`src/rtl/intr_ctl85_if.sv`:
```
// Core-side handshake between the 8085 sequencer and the interrupt controller.
interface intr_ctl85_if #(
  parameter int ADDRSIZE = 16,
  parameter int DATASIZE = 8
);
  logic                ie_set;
  logic                ie_clr;
  logic                sim_wr;
  logic [DATASIZE-1:0] sim_data;
  logic                fetch_bnd;
  logic                ack;
  logic [DATASIZE-1:0] rim_data;
  logic                irq;
  logic                irq_ext;
  logic [ADDRSIZE-1:0] irq_vec;

  modport master (
    output ie_set, ie_clr, sim_wr, sim_data, fetch_bnd, ack,
    input  rim_data, irq, irq_ext, irq_vec
  );

  modport slave (
    input  ie_set, ie_clr, sim_wr, sim_data, fetch_bnd, ack,
    output rim_data, irq, irq_ext, irq_vec
  );
endinterface

```
`src/rtl/intr_ctl85.sv`:
```
// 8085 interrupt priority controller with SIM/RIM registers: pin sync, edge
// latches, masks, delayed EI and a frozen vector handed to the sequencer.
module intr_ctl85 #(
  parameter int ADDRSIZE = 16,
  parameter int DATASIZE = 8,
  parameter int SYNCSTG  = 2
) (
  input  logic        clk,
  input  logic        rst,
  input  logic        trap,
  input  logic        rst75,
  input  logic        rst65,
  input  logic        rst55,
  input  logic        intr,
  input  logic        sid,
  intr_ctl85_if.slave bus,
  output logic        sod
);
  localparam logic [1:0] S_IDLE = 2'd0, S_PEND = 2'd1, S_SERV = 2'd2;
  localparam logic [2:0] SRC_TRAP = 3'd0, SRC_75 = 3'd1, SRC_65 = 3'd2,
                         SRC_55 = 3'd3, SRC_INTR = 3'd4;
  localparam int NP = 6;

  // pin order: {sid, intr, rst55, rst65, rst75, trap}
  logic [SYNCSTG-1:0][NP-1:0] sync_q;
  logic [NP-1:0]              syn;
  logic [1:0]                 prev_q;
  logic                       e_trap, e_75;

  always_ff @(posedge clk or posedge rst) begin
    if (rst) begin
      sync_q <= '0;
      prev_q <= '0;
    end else begin
      sync_q <= {sync_q[SYNCSTG-2:0], {sid, intr, rst55, rst65, rst75, trap}};
      prev_q <= syn[1:0];
    end
  end

  assign syn    = sync_q[SYNCSTG-1];
  assign e_trap = syn[0] & ~prev_q[0];
  assign e_75   = syn[1] & ~prev_q[1];

  logic [1:0]          state_q, state_d;
  logic                irq_q, irq_d, ext_q, ext_d;
  logic [ADDRSIZE-1:0] vec_q, vec_d;
  logic [2:0]          src_q, src_d;
  logic                ie_q, ie_d, ie_pend_q, ie_pend_d, ie_arm_q, ie_arm_d;
  logic [2:0]          mask_q, mask_d;
  logic                sod_q, sod_d, l75_q, l75_d, ltrap_q, ltrap_d;
  logic                rq_trap, rq_75, rq_65, rq_55, rq_int;
  logic                svc, clr_75, clr_trap;
  logic                unused_sim;

  assign rq_trap = ltrap_q & syn[0];
  assign rq_75   = l75_q  & ~mask_q[2] & ie_q;
  assign rq_65   = syn[2] & ~mask_q[1] & ie_q;
  assign rq_55   = syn[3] & ~mask_q[0] & ie_q;
  assign rq_int  = syn[4] & ie_q;

  always_comb begin
    state_d   = state_q;
    irq_d     = irq_q;
    ext_d     = ext_q;
    vec_d     = vec_q;
    src_d     = src_q;
    ie_d      = ie_q;
    ie_pend_d = ie_pend_q;
    ie_arm_d  = ie_arm_q;
    mask_d    = mask_q;
    sod_d     = sod_q;
    l75_d     = l75_q;
    ltrap_d   = ltrap_q;
    svc       = 1'b0;
    clr_75    = 1'b0;
    clr_trap  = 1'b0;

    case (state_q)
      S_IDLE: if (bus.fetch_bnd) begin
        irq_d   = 1'b1;
        ext_d   = 1'b0;
        state_d = S_PEND;
        if      (rq_trap) begin src_d = SRC_TRAP; vec_d = ADDRSIZE'(16'h0024); end
        else if (rq_75)   begin src_d = SRC_75;   vec_d = ADDRSIZE'(16'h003C); end
        else if (rq_65)   begin src_d = SRC_65;   vec_d = ADDRSIZE'(16'h0034); end
        else if (rq_55)   begin src_d = SRC_55;   vec_d = ADDRSIZE'(16'h002C); end
        else if (rq_int)  begin src_d = SRC_INTR; vec_d = '0; ext_d = 1'b1; end
        else begin
          irq_d   = 1'b0;
          state_d = S_IDLE;
        end
      end
      // service bookkeeping is committed on the ack edge so irq drops at once
      S_PEND: if (bus.ack) begin
        state_d  = S_SERV;
        irq_d    = 1'b0;
        ext_d    = 1'b0;
        svc      = 1'b1;
        clr_75   = (src_q == SRC_75);
        clr_trap = (src_q == SRC_TRAP);
      end
      S_SERV:  state_d = S_IDLE;
      default: state_d = S_IDLE;
    endcase

    // EI takes effect on the second fetch boundary, after that cycle's evaluation
    if (bus.fetch_bnd && ie_pend_q) begin
      if (ie_arm_q) begin
        ie_d      = 1'b1;
        ie_pend_d = 1'b0;
        ie_arm_d  = 1'b0;
      end else begin
        ie_arm_d = 1'b1;
      end
    end
    if (bus.ie_set) begin
      ie_pend_d = 1'b1;
      ie_arm_d  = 1'b0;
    end
    if (bus.ie_clr || svc) begin
      ie_d      = 1'b0;
      ie_pend_d = 1'b0;
      ie_arm_d  = 1'b0;
    end

    if (bus.sim_wr) begin
      if (bus.sim_data[3]) mask_d = bus.sim_data[2:0];
      if (bus.sim_data[6]) sod_d  = bus.sim_data[7];
      if (bus.sim_data[4]) clr_75 = 1'b1;
    end

    // a fresh edge beats any clear in the same cycle
    if (clr_75)   l75_d   = 1'b0;
    if (clr_trap) ltrap_d = 1'b0;
    if (e_75)     l75_d   = 1'b1;
    if (e_trap)   ltrap_d = 1'b1;
  end

  always_ff @(posedge clk or posedge rst) begin
    if (rst) begin
      state_q   <= S_IDLE;
      irq_q     <= 1'b0;
      ext_q     <= 1'b0;
      vec_q     <= '0;
      src_q     <= SRC_TRAP;
      ie_q      <= 1'b0;
      ie_pend_q <= 1'b0;
      ie_arm_q  <= 1'b0;
      mask_q    <= 3'b111;
      sod_q     <= 1'b0;
      l75_q     <= 1'b0;
      ltrap_q   <= 1'b0;
    end else begin
      state_q   <= state_d;
      irq_q     <= irq_d;
      ext_q     <= ext_d;
      vec_q     <= vec_d;
      src_q     <= src_d;
      ie_q      <= ie_d;
      ie_pend_q <= ie_pend_d;
      ie_arm_q  <= ie_arm_d;
      mask_q    <= mask_d;
      sod_q     <= sod_d;
      l75_q     <= l75_d;
      ltrap_q   <= ltrap_d;
    end
  end

  always_comb begin
    bus.rim_data      = '0;
    bus.rim_data[7:0] = {syn[5], l75_q, syn[2], syn[3], ie_q, mask_q};
  end

  assign bus.irq     = irq_q;
  assign bus.irq_ext = ext_q;
  assign bus.irq_vec = vec_q;
  assign sod         = sod_q;
  assign unused_sim  = ^bus.sim_data;
endmodule

```
`src/flat_wrapper.sv`:
```
// flat-port wrapper written by rule: the top's interface ports become plain ports
module intr_ctl85_flat 
#(
  parameter int ADDRSIZE = 16,
  parameter int DATASIZE = 8,
  parameter int SYNCSTG  = 2
)
  (clk, rst, trap, rst75, rst65, rst55, intr, sid, sod, bus_ie_set, bus_ie_clr, bus_sim_wr, bus_sim_data, bus_fetch_bnd, bus_ack, bus_rim_data, bus_irq, bus_irq_ext, bus_irq_vec);
  intr_ctl85_if #(.ADDRSIZE(ADDRSIZE), .DATASIZE(DATASIZE)) bus_i ();
  input  logic clk;
  input  logic rst;
  input  logic trap;
  input  logic rst75;
  input  logic rst65;
  input  logic rst55;
  input  logic intr;
  input  logic sid;
  output logic sod;
  input wire logic [$bits(bus_i.ie_set)-1:0] bus_ie_set;
  input wire logic [$bits(bus_i.ie_clr)-1:0] bus_ie_clr;
  input wire logic [$bits(bus_i.sim_wr)-1:0] bus_sim_wr;
  input wire logic [$bits(bus_i.sim_data)-1:0] bus_sim_data;
  input wire logic [$bits(bus_i.fetch_bnd)-1:0] bus_fetch_bnd;
  input wire logic [$bits(bus_i.ack)-1:0] bus_ack;
  output wire logic [$bits(bus_i.rim_data)-1:0] bus_rim_data;
  output wire logic [$bits(bus_i.irq)-1:0] bus_irq;
  output wire logic [$bits(bus_i.irq_ext)-1:0] bus_irq_ext;
  output wire logic [$bits(bus_i.irq_vec)-1:0] bus_irq_vec;
  assign bus_i.ie_set = bus_ie_set;
  assign bus_i.ie_clr = bus_ie_clr;
  assign bus_i.sim_wr = bus_sim_wr;
  assign bus_i.sim_data = bus_sim_data;
  assign bus_i.fetch_bnd = bus_fetch_bnd;
  assign bus_i.ack = bus_ack;
  assign bus_rim_data = bus_i.rim_data;
  assign bus_irq = bus_i.irq;
  assign bus_irq_ext = bus_i.irq_ext;
  assign bus_irq_vec = bus_i.irq_vec;
  intr_ctl85 #(.ADDRSIZE(ADDRSIZE), .DATASIZE(DATASIZE), .SYNCSTG(SYNCSTG)) u_core (.clk(clk), .rst(rst), .trap(trap), .rst75(rst75), .rst65(rst65), .rst55(rst55), .intr(intr), .sid(sid), .bus(bus_i), .sod(sod));
endmodule
```
`config.mk`:
```
export PLATFORM = sky130hd
export DESIGN_NAME = intr_ctl85_flat
export DESIGN_NICKNAME = d
export VERILOG_FILES = /design/src/rtl/intr_ctl85_if.sv /design/src/rtl/intr_ctl85.sv /design/src/flat_wrapper.sv
export SDC_FILE = /design/constraint.sdc
export NUM_CORES = 1
export LEC_CHECK = 0
export ABC_CLOCK_PERIOD_IN_PS = 2300
export CAP_MARGIN = 20
export CORE_AREA = 2 2 58 60
export CTS_BUF_LIST = sky130_fd_sc_hd__clkbuf_8
export CTS_CLUSTER_DIAMETER = 50
export DETAILED_ROUTE_END_ITERATION = 8
export DIE_AREA = 0 0 60 62
export DONT_BUFFER_PORTS = 1
export GPL_TIMING_DRIVEN = 1
export PLACE_DENSITY = 0.62
export SLEW_MARGIN = 40
export SYNTH_ARGS = -nofsm -noshare
export SYNTH_HDL_FRONTEND = slang
export SYNTH_SLANG_ARGS = --single-unit
```
`constraint.sdc`:
```
create_clock -name clk -period 2.3 [get_ports clk]
set_input_delay 0.23 -clock clk [delete_from_list [all_inputs] [get_ports clk]]
set_output_delay 0.23 -clock clk [all_outputs]
set_load 0.02 [all_outputs]
```
==> impl_metrics.py, run 1 <==
metrics = {
    "place": {
        "gp_congestion": 0.804,
        "portBuffers": 0,
        "hpwl_um": 1400,
        "placedCellCount": 150,
    },
    "clock_tree": {
        "htreeDepth": 2,
        "numCtsBuffers": 5,
        "clk_pin_slew_ns": 0.06,
        "insertion_delay_ns": 0.28,
        "tritoncts": "yes",
        "cts_sinks": 32,
        "cts-root-buf": "clkbuf_8",
        "cts_max_path_buffers": 2,
    },
    "grt": {
        "antenna_found_initial": 0,
        "grt_most_used_layer": "met2",
        "grt_util_met2": 0.203,
        "use_met3": 0.0414,
        "grt_use_met1": 0.128,
        "gr-total-overflow": 0,
        "grt_pass1_vias": 758,
        "grt_max_degree": 33,
        "grt_pass1_wl_um": 3190,
        "track_usage": 0.125,
    },
    "timing": {
        "fin_crit_ns": 1.69,
        "finalHoldViolations": 0,
        "timing.fmax_ghz": 0.592,
        "slew_violations": 0,
        "finalSetupTns_ns": 0,
        "finClkSkew_ns": 0.00595,
        "finalCritPeriodShare": 0.735,
        "rsz0062_at_grt": "no",
        "setup_viol": 0,
    },
    "routing": {
        "post-route-drc-count": 0,
        "vias": 739,
        "drt_wl_total_um": 1930,
        "routedWlPerCell_um": 11.7,
        "dr.pass1.iters": 2,
        "vias_per_cell": 4.48,
        "ant_nets": 0,
        "drt_iter0_drc": 6,
    },
    "yosys": {
        "synth_seq_cells": 32,
        "synth_edf_count": 0,
        "synth-warning-count": 0,
        "synthArstFlopShare": 1.00,
        "avgSynthCellArea_um2": 12.0,
        "netlist_area_um2": 1330,
        "syn_inst": 111,
        "yosysSeqAreaShare": 0.604,
        "yosysUniqueCellTypes": 31,
        "ys.flop_type": "dfrtp_1",
    },
    "floorplanning": {
        "io_pins": 48,
        "rows": 21,
        "initial_utilization": 0.419,
        "die_w_um": 60,
        "dieArea_um2": 3720,
        "chipHeight_um": 62,
        "core_um2": 3180,
    },
    "outcome": {
        "outcome": "completed",
    },
    "power": {
        "p_sw_frac": 0.260,
        "power_leakage_nw": 0.663,
        "p_per_area_nw_per_um2": 843,
        "p_int_uw": 907,
        "p_switching_uw": 319,
        "power.share.clock": 0.343,
        "power_frac_comb": 0.102,
        "p_seq_frac": 0.555,
        "vdd_drop_max_mv": 0.442,
    },
    "critical_path": {
        "arrival_ns": 1.86,
        "reg2reg_from": "u_core.ie_q",
        "cp_max_fo": 7,
        "required_ns": 2.47,
        "startpoint": "u_core.ie_q",
        "path_class": "reg -> reg",
        "cp-start-kind": "flop",
        "crit_path_end_kind": "flop",
    },
    "layout": {
        "area.growth.synth_to_final_pct": 9.30,
        "final_common_cell": "dfrtp_1",
        "nets": 139,
        "final_cell_mix": "29 x dfrtp_1, 12 x conb_1, 10 x nand2_1",
        "num_antenna_cells": 0,
        "layout.cells.non_filler": 165,
        "layout-drive-gt1-share": 0.134,
    },
    "job": {
        "maxCapViolCount": 0,
    },
    "worst_hold_path": {
        "hp-class": "in -> reg",
        "min_from": "bus_ie_set",
    },
}
area by class of cell:
| cell class | count | area [µm²] |
|---|---|---|
| Sequential cell | 32 | 805 |
| Clock buffer | 6 | 82.6 |
| Multi-Input combinational cell | 63 | 395 |
| Fill cell | 303 | 1720 |
| Tap cell | 46 | 57.6 |
| Clock inverter | 2 | 7.51 |
| Inverter | 8 | 30.0 |
| Timing Repair Buffer | 8 | 77.6 |
power by group through the flow:
stage	sequential (mW)	combinational (mW)	clock (mW)
3_3_place_gp	0.689	0.114	0
4_1_cts	0.682	0.128	0.435
3_5_place_dp	0.691	0.119	0
6_report	0.680	0.125	0.421
5_1_grt	0.687	0.145	0.459
2_1_floorplan	0.674	0.132	0
path summary, 6_finish.rpt:
kind | endpoint | cells past startpoint | slack, ns
min in group asynchronous | u_core.ie_q | 3 | 0.46
worst min-delay path | u_core.ie_arm_q | 1 | 0.02
worst max-delay path | u_core.src_q[0] | 4 | 0.61
worst max register to register | u_core.src_q[0] | 4 | 0.61
worst min register to register | u_core.syn[1] | 0 | 0.34
max in group asynchronous | u_core.mask_q[2] | 3 | 1.52
critical path, cell delays in order (launching register included):
cell,delay [ns]
dfrtp_1,0.57
nand3b_1,0.19
and3_4,0.23
a21boi_4,0.26
mux2_4,0.32
layer usage:
metal / share of wire / up-vias
met5: 0 / -
met4: 0.040 / 0
met3: 0.067 / 8
met2: 0.53 / 28
met1: 0.36 / 356
li1: - / 347
cells in the mapped netlist, types with 2 or more instances:
master,count,area share
nand2b_1,2,0.0094
mux2_4,2,0.023
nand3b_1,3,0.017
o21ai_1,4,0.015
nand2_1,10,0.028
nand4_1,3,0.014
nor2b_1,2,0.0094
a21oi_1,4,0.015
dfstp_2,3,0.059
nor2_1,2,0.0056
buf_4,19,0.11
inv_1,7,0.020
mux2_1,4,0.034
dfrtp_1,29,0.55
repair_timing:
| action | in CTS | in global routing |
|---|---|---|
| setup buffers | 0 | 0 |
| hold buffers | 7 | 0 |
| endpoints found under the hold margin | 35 | 0 |
| gates resized for setup | 0 | 0 |
| setup endpoints to repair | 0 | 0 |
metrics by stage:
step	hold WS, ns	setup slack, ns	utilization	area (µm²)	total power, mW
2_1_floorplan	0.261	0.847	-	1370	0.806
3_3_place_gp	0.218	0.633	0.407	1290	0.804
3_5_place_dp	0.227	0.607	0.407	1290	0.810
4_1_cts	0.00396	0.597	0.458	1460	1.24
5_1_grt	0.00901	0.513	0.458	1460	1.29
6_report	0.0164	0.610	0.458	1460	1.23
sequential cells by signal, indices dropped and copies added, names as in the netlist, 2 cells and up:
register / count
u_core.syn: 6
u_core.mask_q: 3
u_core.src_q: 3
u_core.bus.irq_vec: 2
u_core.prev_q: 2
u_core.sync_q: 6
u_core.state_q: 2
logic make-up (layout without fill, tap and decap cells):
kind of cell	Yosys count	after routing	synth area share
AO/OA/AOI/OAI	16	16	0.0837
XOR/XNOR	1	1	0.00658
buffers and inverters	27	24	0.130
flip-flops	32	32	0.604
multiplexers	6	6	0.0564
other	1	12	0.00282
AND/OR/NAND/NOR	28	28	0.117
Note: power is estimated with default switching activity, not from simulation.
==> run 2, diff against run 1 <==
Settings changed: ABC_AREA set to 1, ABC_CLOCK_PERIOD_IN_PS 2300 to 1630, CORE_AREA 2 2 58 60 to 2 2 59 61, DIE_AREA 0 0 60 62 to 0 0 61 63.
Clock period 2.3 ns to 1.63 ns, I/O delays scaled along.
==> impl_metrics.py, run 2 <==
metrics = {
    "layout": {
        "multi_input_area_um2": 425,
        "final_common_cell": "dfrtp_1",
        "regArea_um2": 805,
        "area.growth.synth_to_final_pct": 12.9,
        "fin_util": 0.485,
        "layout-drive-gt1-share": 0.179,
        "fillers": 302,
        "nets": 165,
        "final_cell_mix": "29 x dfrtp_1, 26 x nand2_1, 14 x inv_1",
        "num_antenna_cells": 0,
    },
    "yosys": {
        "synth_top_family_by_area": "simple AND/OR/NAND/NOR gates",
        "synth_edf_count": 0,
        "synthArstFlopShare": 1.00,
        "synth_seq_cells": 32,
        "yosysUniqueCellTypes": 23,
        "synth_compound_area_frac": 0.0550,
        "ys_top_cells_by_area": "dfrtp_1 52%, buf_4 10%, nand2_1 7.0%",
        "synth-warning-count": 0,
        "muxShareOfSynthArea": 0.0162,
        "yosysSeqAreaShare": 0.580,
        "netlist_area_um2": 1390,
        "synth-xor-area-share": 0,
        "yosys.area_share.simple": 0.203,
        "yosys.area.top_type": "dfrtp_1",
        "post-synth-top-area-fraction": 0.523,
        "synth_fa_ha_area_frac": 0,
        "synthTopCellsByCount": "29 x dfrtp_1, 26 x nand2_1, 19 x buf_4, 13 x inv_1, 7 x nor2_1",
        "yosysMostFrequentCell": "dfrtp_1",
        "syn_inst": 133,
        "avgSynthCellArea_um2": 10.4,
        "ys.flop_type": "dfrtp_1",
    },
    "floorplanning": {
        "rows": 21,
        "core_um2": 3230,
        "io_pins": 48,
        "initial_utilization": 0.429,
        "dieArea_um2": 3840,
        "die_w_um": 61,
        "chipHeight_um": 63,
    },
    "routing": {
        "vias_per_cell": 4.41,
        "routedWlPerCell_um": 11.6,
        "dr.pass1.iters": 4,
        "drt_iter0_drc": 29,
        "drt_wl_total_um": 2220,
        "post-route-drc-count": 0,
        "ant_nets": 0,
        "vias": 843,
    },
    "power": {
        "p_seq_frac": 0.517,
        "power_leakage_nw": 0.775,
        "power_frac_comb": 0.114,
        "p_per_area_nw_per_um2": 1250,
        "vdd_drop_max_mv": 0.758,
        "power.share.clock": 0.369,
        "p_int_mw": 1.41,
        "power_mw": 1.96,
        "p_sw_frac": 0.280,
        "p_switching_uw": 547,
    },
    "grt": {
        "antenna_found_initial": 0,
        "grt_pass1_wl_um": 3450,
        "grt_pass1_vias": 842,
        "grt_max_degree": 33,
        "gr-total-overflow": 0,
        "track_usage": 0.128,
    },
    "worst_hold_path": {
        "min_from": "bus_ie_set",
        "whs_path_depth": 3,
        "min_to": "u_core.ie_arm_q",
        "hp-class": "in -> reg",
    },
    "timing": {
        "timing.fmax_ghz": 0.761,
        "finalCritPeriodShare": 0.806,
        "slew_violations": 0,
        "finalSetupTns_ns": 0,
        "rsz0062_at_grt": "no",
        "fin_crit_ns": 1.31,
        "finClkSkew_ns": 0.00627,
        "finalHoldViolations": 0,
        "setup_viol": 0,
    },
    "clock_tree": {
        "htreeDepth": 2,
        "cts-root-buf": "clkbuf_8",
        "tritoncts": "yes",
        "cts_sinks": 32,
        "insertion_delay_ns": 0.28,
        "numCtsBuffers": 5,
        "cts_max_path_buffers": 2,
        "clk_pin_slew_ns": 0.06,
        "ctsResizeCount": 0,
    },
    "critical_path": {
        "crit_slowest_cell": "dlygate4sd3_1",
        "path_class": "reg -> reg",
        "crit_chain": "a21oi_1 -> a31oi_1 -> dlygate4sd3_1",
        "required_ns": 1.80,
        "slowest_delay_ns": 0.55,
        "critPathTopFamily": "buffers and inverters",
        "reg2regPathDepth": 3,
        "cp-start-kind": "flop",
        "cp_max_fo": 2,
        "crit_path_end_kind": "flop",
        "r2r_end": "u_core.sod",
        "reg2reg_from": "u_core.sod",
        "cp.depth": 3,
        "arrival_ns": 1.48,
        "r2r_slack_ns": 0.32,
        "crit_buf_inv": 1,
    },
    "job": {
        "maxCapViolCount": 0,
    },
    "outcome": {
        "outcome": "completed",
    },
    "place": {
        "portBuffers": 0,
        "hpwl_um": 1630,
        "gp_congestion": 0.798,
    },
}
-- run 2: layer usage --
layer,vias to the layer above,track usage,part of all wire
li1,412,-,-
met3,2,0.0683,0.088
met5,-,0,0
met4,0,0.0815,0.0099
met1,398,0.140,0.41
met2,31,0.188,0.49
-- run 2: timing repair --
action,4_1_cts,5_1_grt
endpoints found under the setup margin,0,0
hold buffers,10,0
hold endpoints to repair,37,0
buffers inserted,0,0
-- run 2: metrics by stage --
step                      hold WS (ns)  worst slack, ns  instance area, µm²  std cells
final                           0.0217            0.315                1570        191
after global routing            0.0123            0.261                1570        191
after CTS                      0.00998            0.317                1570        191
after detailed placement         0.159            0.383                1360        173
after global placement           0.150            0.405                1360        173
after floorplan                  0.194            0.474                1430        144
-- run 2: worst max-delay path by stage --
stage                      from                    end  slack, ns
5_1_grt              u_core.sod             u_core.sod       0.26
4_1_cts              u_core.sod             u_core.sod       0.32
3_5_place_dp   u_core.mask_q[1]  u_core.bus.irq_vec[2]       0.38
2_1_floorplan  u_core.mask_q[1]         u_core.bus.irq       0.47
6_report             u_core.sod             u_core.sod       0.32
3_3_place_gp   u_core.mask_q[1]  u_core.bus.irq_vec[2]       0.41
-- run 2: worst reg2reg max path, stage by stage (launching register included) --
cell           delay (ns)
dfrtp_1              0.46
a21oi_1              0.15
a31oi_1              0.05
dlygate4sd3_1        0.55
-- run 2: cells by family (layout without fill, tap and decap cells) --
kind of cell / Yosys count / count (layout)
compound gates: 13 / 13
buf+inv: 34 / 35
flops: 32 / 32
mux: 2 / 2
other cells: 1 / 12
simple gates: 51 / 51
-- run 2: power by group through the flow --
stage                     registers (mW)  clock network [mW]  logic (mW)
after floorplan                    0.988                   0       0.249
after global placement              1.03                   0       0.196
after detailed placement            1.03                   0       0.205
after CTS                           1.02               0.750       0.227
after global routing                1.03               0.783       0.251
final                               1.01               0.722       0.223
-- run 2: final cells by class --
| type | count | share of cell area |
|---|---|---|
| multi-input cells | 78 | 0.272 |
| inverters | 15 | 0.0359 |
| flip-flops and latches | 32 | 0.514 |
| well taps | 46 | 0.0367 |
| clock buffers | 5 | 0.0439 |
| repair buffers | 12 | 0.0735 |
| clock inverters | 3 | 0.0248 |
